`src/rtl/ex_muldiv.sv`:
```
// EX-stage HI/LO multiply/divide unit: fixed-latency MULT/MULTU and 32-step restoring DIV/DIVU.
// Holds the pipeline through stall_req until the 64-bit {HI,LO} result is written.
module ex_muldiv #(
    parameter int unsigned MUL_CYCLES = 3,
    parameter int unsigned DIV_ITERS  = 32
) (
    input  logic        clk,
    input  logic        rset,
    input  logic        start,
    input  logic [1:0]  op,
    input  logic [31:0] src_a,
    input  logic [31:0] src_b,
    input  logic        flush,
    output logic        busy,
    output logic        stall_req,
    output logic        done,
    output logic [63:0] hilo_out
);

    typedef enum logic [1:0] {
        S_IDLE = 2'd0,
        S_MUL  = 2'd1,
        S_DIV  = 2'd2,
        S_FIX  = 2'd3
    } state_t;

    localparam logic [5:0] MUL_LAST = 6'(MUL_CYCLES - 1);
    localparam logic [5:0] DIV_LAST = 6'(DIV_ITERS);

    // Magnitude of a two's-complement word; 0x80000000 maps to unsigned 2^31.
    function automatic logic [31:0] mag(input logic [31:0] x);
        logic [31:0] r;
        if (x[31]) begin
            r = 32'd0 - x;
        end else begin
            r = x;
        end
        return r;
    endfunction

    function automatic logic [63:0] ext64(input logic [31:0] x, input logic is_signed);
        return {{32{is_signed & x[31]}}, x};
    endfunction

    state_t      state_r;
    logic [5:0]  cnt_r;
    logic [1:0]  op_r;
    logic [31:0] a_r;
    logic [31:0] b_r;
    logic [31:0] rem_r;
    logic [31:0] quo_r;
    logic        busy_r;
    logic        done_r;
    logic [63:0] hilo_r;

    logic        signed_s;
    logic [31:0] dvs_s;
    logic [31:0] dvd_s;
    logic [63:0] prod_s;
    logic [32:0] shift_s;
    logic [33:0] diff_s;
    logic [31:0] rem_nxt_s;
    logic        qbit_s;
    logic [31:0] hi_s;
    logic [31:0] lo_s;

    assign signed_s = ~op_r[0];
    assign prod_s   = ext64(a_r, signed_s) * ext64(b_r, signed_s);
    assign shift_s  = {rem_r, quo_r[31]};
    assign diff_s   = {1'b0, shift_s} - {2'b00, dvs_s};

    // Operand magnitudes, one restoring-division step, and final sign correction.
    always_comb begin
        dvs_s     = b_r;
        dvd_s     = a_r;
        rem_nxt_s = shift_s[31:0];
        qbit_s    = 1'b0;
        hi_s      = rem_r;
        lo_s      = quo_r;
        if (signed_s) begin
            dvs_s = mag(b_r);
            dvd_s = mag(a_r);
        end else begin
            dvs_s = b_r;
            dvd_s = a_r;
        end
        if (diff_s[33] == 1'b0) begin
            rem_nxt_s = diff_s[31:0];
            qbit_s    = 1'b1;
        end else begin
            rem_nxt_s = shift_s[31:0];
            qbit_s    = 1'b0;
        end
        if (signed_s && a_r[31]) begin
            hi_s = 32'd0 - rem_r;
        end else begin
            hi_s = rem_r;
        end
        // A zero divisor yields an all-ones quotient regardless of operand signs.
        if (b_r == 32'd0) begin
            lo_s = 32'hFFFF_FFFF;
        end else if (signed_s && (a_r[31] ^ b_r[31])) begin
            lo_s = 32'd0 - quo_r;
        end else begin
            lo_s = quo_r;
        end
    end

    // Control FSM with registered busy/done/hilo; flush takes priority over completion.
    always_ff @(posedge clk or negedge rset) begin
        if (!rset) begin
            state_r <= S_IDLE;
            cnt_r   <= 6'd0;
            op_r    <= 2'd0;
            a_r     <= 32'd0;
            b_r     <= 32'd0;
            rem_r   <= 32'd0;
            quo_r   <= 32'd0;
            busy_r  <= 1'b0;
            done_r  <= 1'b0;
            hilo_r  <= 64'd0;
        end else begin
            done_r <= 1'b0;
            case (state_r)
                S_IDLE: begin
                    if (start && !flush) begin
                        a_r     <= src_a;
                        b_r     <= src_b;
                        op_r    <= op;
                        cnt_r   <= 6'd0;
                        busy_r  <= 1'b1;
                        state_r <= op[1] ? S_DIV : S_MUL;
                    end else begin
                        busy_r <= 1'b0;
                    end
                end
                S_MUL: begin
                    if (flush) begin
                        state_r <= S_IDLE;
                        busy_r  <= 1'b0;
                        cnt_r   <= 6'd0;
                    end else if (cnt_r == MUL_LAST) begin
                        hilo_r  <= prod_s;
                        done_r  <= 1'b1;
                        busy_r  <= 1'b0;
                        cnt_r   <= 6'd0;
                        state_r <= S_IDLE;
                    end else begin
                        cnt_r <= cnt_r + 6'd1;
                    end
                end
                S_DIV: begin
                    if (flush) begin
                        state_r <= S_IDLE;
                        busy_r  <= 1'b0;
                        cnt_r   <= 6'd0;
                    end else if (cnt_r == 6'd0) begin
                        // First DIV cycle loads magnitudes; the 32 steps follow.
                        rem_r <= 32'd0;
                        quo_r <= dvd_s;
                        cnt_r <= 6'd1;
                    end else begin
                        rem_r <= rem_nxt_s;
                        quo_r <= {quo_r[30:0], qbit_s};
                        cnt_r <= cnt_r + 6'd1;
                        if (cnt_r == DIV_LAST) begin
                            state_r <= S_FIX;
                        end else begin
                            state_r <= S_DIV;
                        end
                    end
                end
                S_FIX: begin
                    if (flush) begin
                        state_r <= S_IDLE;
                        busy_r  <= 1'b0;
                        cnt_r   <= 6'd0;
                    end else begin
                        hilo_r  <= {hi_s, lo_s};
                        done_r  <= 1'b1;
                        busy_r  <= 1'b0;
                        cnt_r   <= 6'd0;
                        state_r <= S_IDLE;
                    end
                end
                default: begin
                    state_r <= S_IDLE;
                    busy_r  <= 1'b0;
                    cnt_r   <= 6'd0;
                end
            endcase
        end
    end

    assign busy      = busy_r;
    assign done      = done_r;
    assign hilo_out  = hilo_r;
    assign stall_req = busy_r | (start & ~busy_r);

endmodule

```
`config.mk`:
```
export PLATFORM = sky130hd
export DESIGN_NAME = ex_muldiv
export DESIGN_NICKNAME = d
export VERILOG_FILES = /design/src/rtl/ex_muldiv.sv
export SDC_FILE = /design/constraint.sdc
export NUM_CORES = 2
export LEC_CHECK = 0
export ABC_AREA = 1
export CORE_MARGIN = 2
export CORE_UTILIZATION = 35
export DETAILED_ROUTE_END_ITERATION = 12
export HOLD_SLACK_MARGIN = 0.15
export PLACE_DENSITY = 0.47
export SLEW_MARGIN = 20
export SYNTH_ARGS = -nofsm -noshare
export SYNTH_HDL_FRONTEND = slang
export SYNTH_SLANG_ARGS = --single-unit
export TNS_END_PERCENT = 5
```
`constraint.sdc`:
```
create_clock -name clk -period 14.34 [get_ports clk]
set_input_delay 1.434 -clock clk [delete_from_list [all_inputs] [get_ports clk]]
set_output_delay 1.434 -clock clk [all_outputs]
set_load 0.02 [all_outputs]
```
==> results.toml <==
[cts]
cts_buffer_depth = 3
cts_tree = "yes"
cts_setup_buffers = 0
ctsHoldBuffers = 0
clk_latency_ns = 0.60
clk_pin_slew_ns = 0.08
post_cts_resized = 0
h-tree-depth = 1
clk_root_buffer_cell = "clkbuf_16"
numCtsBuffers = 26
clock_sinks = 203

[timing]
tightest_slew_ns = 1.15
report.final.slew_viol_count = 0
max_slew_margin_pct = 22.4
setup_viol = 0
timing.hold.ws_ns = 0.483
fmax_mhz = 108
rsz0062_at_grt = "false"
finalHoldViolCount = 0
period_minus_slack_ns = 9.22
skew_ns = 0.0207
post-route-period-util_pct = 64.3
tns_ns = 0

[global_route]
overflow = 0
use_met2_pct = 44.2
grt_pass1_vias = 47900
grt_pass1_wl_mm = 307
grt_max_degree = 92
grt_use_total_pct = 25.9
antenna_found_initial = 6
met1_usage_pct = 35.4
gr-max-usage-layer = "met2"
met3_usage_pct = 2.11

[cells_and_area]
layout-drive-gt1-share_pct = 3.40
nNetsFinal = 8489
finalInstanceArea_sq_um = 58400
multi_input_area_sq_um = 40800
num-fill-cells = 16300
final_cell_mix = "inv_1, nand2_1, fa_1, nor2_1, a21oi_1"
final_common_cell = "inv_1"
final-seq-area_sq_um = 5100
area_growth_pct = 7.71

[synth]
ys_warn_count = 0
avgSynthCellArea_sq_um = 7.62
synth_top_cell_area_share_pct = 41.6
synth_seq_cells = 203
synthXorXnorAreaFrac_pct = 1.73
synth-simple-area-share_pct = 19.4
ys.flop_type = "dfrtp_1"
ys_seq_area_share_pct = 9.37
syn_nets = 8572
synthCells = 7119
synth_top_family_by_area = "adder cells"
yosys-top-cells-area = "fa_1, inv_1, nand2_1"
yosysTopAreaCell = "fa_1"
async_flop_share_pct = 100
synth_compound_area_share_pct = 6.04
synth-edff-count = 0
synthDistinctLibCells = 54
syn_area_sq_um = 54200
synthAdderAreaFrac_pct = 47.5
synth_mux_area_share_pct = 0.581

[drt]
viasPerCell = 4.94
drt-pass1-iter-count = 6
drc_errors = 0
wire_per_inst_um = 22.1
postRouteWirelength_mm = 201
vias = 45000
drt_iter0_drc = 3217
ant_nets = 0

[floorplanning]
io_pins = 137
fp.dieArea_sq_um = 158000
core_area_sq_um = 154000
num_rows = 144
initial_core_util_pct = 35.2
die-width_um = 398
die_y_um = 398

[worst_setup_path]
cp_max_fo = 19
critPathTopFamily = "adder cells"
end_kind = "flip-flop"
slowest_stage = "dfrtp_1"
critPathLaunchType = "flip-flop"
timing.critical_path.mode_cell = "fa_1"
crit_arrival_ns = 9.72
critPathMaxStageDelay_ns = 1.04
cp.required_ns = 14.84
path_class = "reg -> reg"
crit_buf_inv = 6

[job]
drv_cap = 0

[placed_design]
dp.final_hpwl_mm = 163
gp_congestion = 0.974
post_dp_cell_area_sq_um = 57500
io_buffer_count = 136

[outcome]
status = "completed"

[min_path]
holdCritPathClass = "reg -> reg"
state kept, by name (all words and copies together) (netlist names):
register	count
a_r	32
b_r	32
busy	1
cnt_r	6
done	1
hilo_out	64
op_r	1
quo_r	32
rem_r	32
state_r	2
metal layers:
layer / share of wire, % / vias to the layer above
met4: 3.1 / 4
met5: 0.012 / -
met1: 44 / 23100
li1: - / 20500
met3: 4.4 / 222
met2: 48 / 1169
area by class of cell:
class,instances,share of cell area [%]
Inverter,1857,11.9
Sequential cell,203,8.73
Multi-Input combinational cell,4721,69.9
Antenna cell,1,0.00428
Timing Repair Buffer,227,3.51
Clock inverter,12,0.345
Tap cell,2044,4.38
Clock buffer,36,1.21
metrics by stage:
stage / setup WS (ns) / instances / util [%]
final: 5.12 / 9101 / 37.9
after global routing: 4.66 / 9100 / 37.9
after CTS: 5.13 / 9100 / 37.9
after detailed placement: 5.15 / 9052 / 37.3
after global placement: 5.10 / 9052 / 37.3
after floorplan: 6.93 / 7119 / -
worst min-delay path: stages (launching register included):
cell	delay [ns]
dfrtp_1	0.34
nand2_1	0.05
nand2_1	0.05
worst paths after layout:
| check | from | to | slack (ns) | depth (start not counted) |
|---|---|---|---|---|
| worst max-delay path | b_r[6] | hilo_out[60] | 5.12 | 25 |
| worst min-delay path | hilo_out[7] | hilo_out[7] | 0.48 | 2 |
| worst max register to register | b_r[6] | hilo_out[60] | 5.12 | 25 |
| worst min register to register | hilo_out[7] | hilo_out[7] | 0.48 | 2 |
| max in group asynchronous | rset | b_r[12] | 11.75 | 2 |
| min in group asynchronous | rset | rem_r[22] | 0.88 | 1 |
logic make-up after synthesis:
group,count (synthesis)
AO/OA/AOI/OAI,583
buffers and inverters,2195
XOR/XNOR,107
adder cells (fa/ha/maj),1383
AND/OR/NAND/NOR,2620
multiplexers,28
flip-flops,203
cell usage after synthesis (3+ instances only):
cell and count:
ha_1 257, o211ai_1 17, fa_1 1126, mux2_2 28
nor3_1 29, xnor2_1 26, nand4_1 51, buf_2 22
o21ai_0 161, nor2_2 14, nand3b_1 10, inv_2 8
or2_1 3, nand3_2 4, clkbuf_1 218, o31ai_1 7
buf_1 84, dfrtp_1 203, nand2_1 1804, o22ai_1 19
inv_1 1846, nor4_1 9, o22ai_2 6, a31oi_1 25
nand3_1 215, a21o_1 7, o21bai_1 18, a21oi_1 269
or2_2 7, o21a_1 5, clkinv_1 3, o221ai_1 17
buf_4 4, buf_6 9, o21ai_1 20, o211ai_2 3
nor2_1 458, xor2_1 81
Power is not shown: default switching activity piles up to over one toggle a cycle in this logic, so the estimate is an artifact.
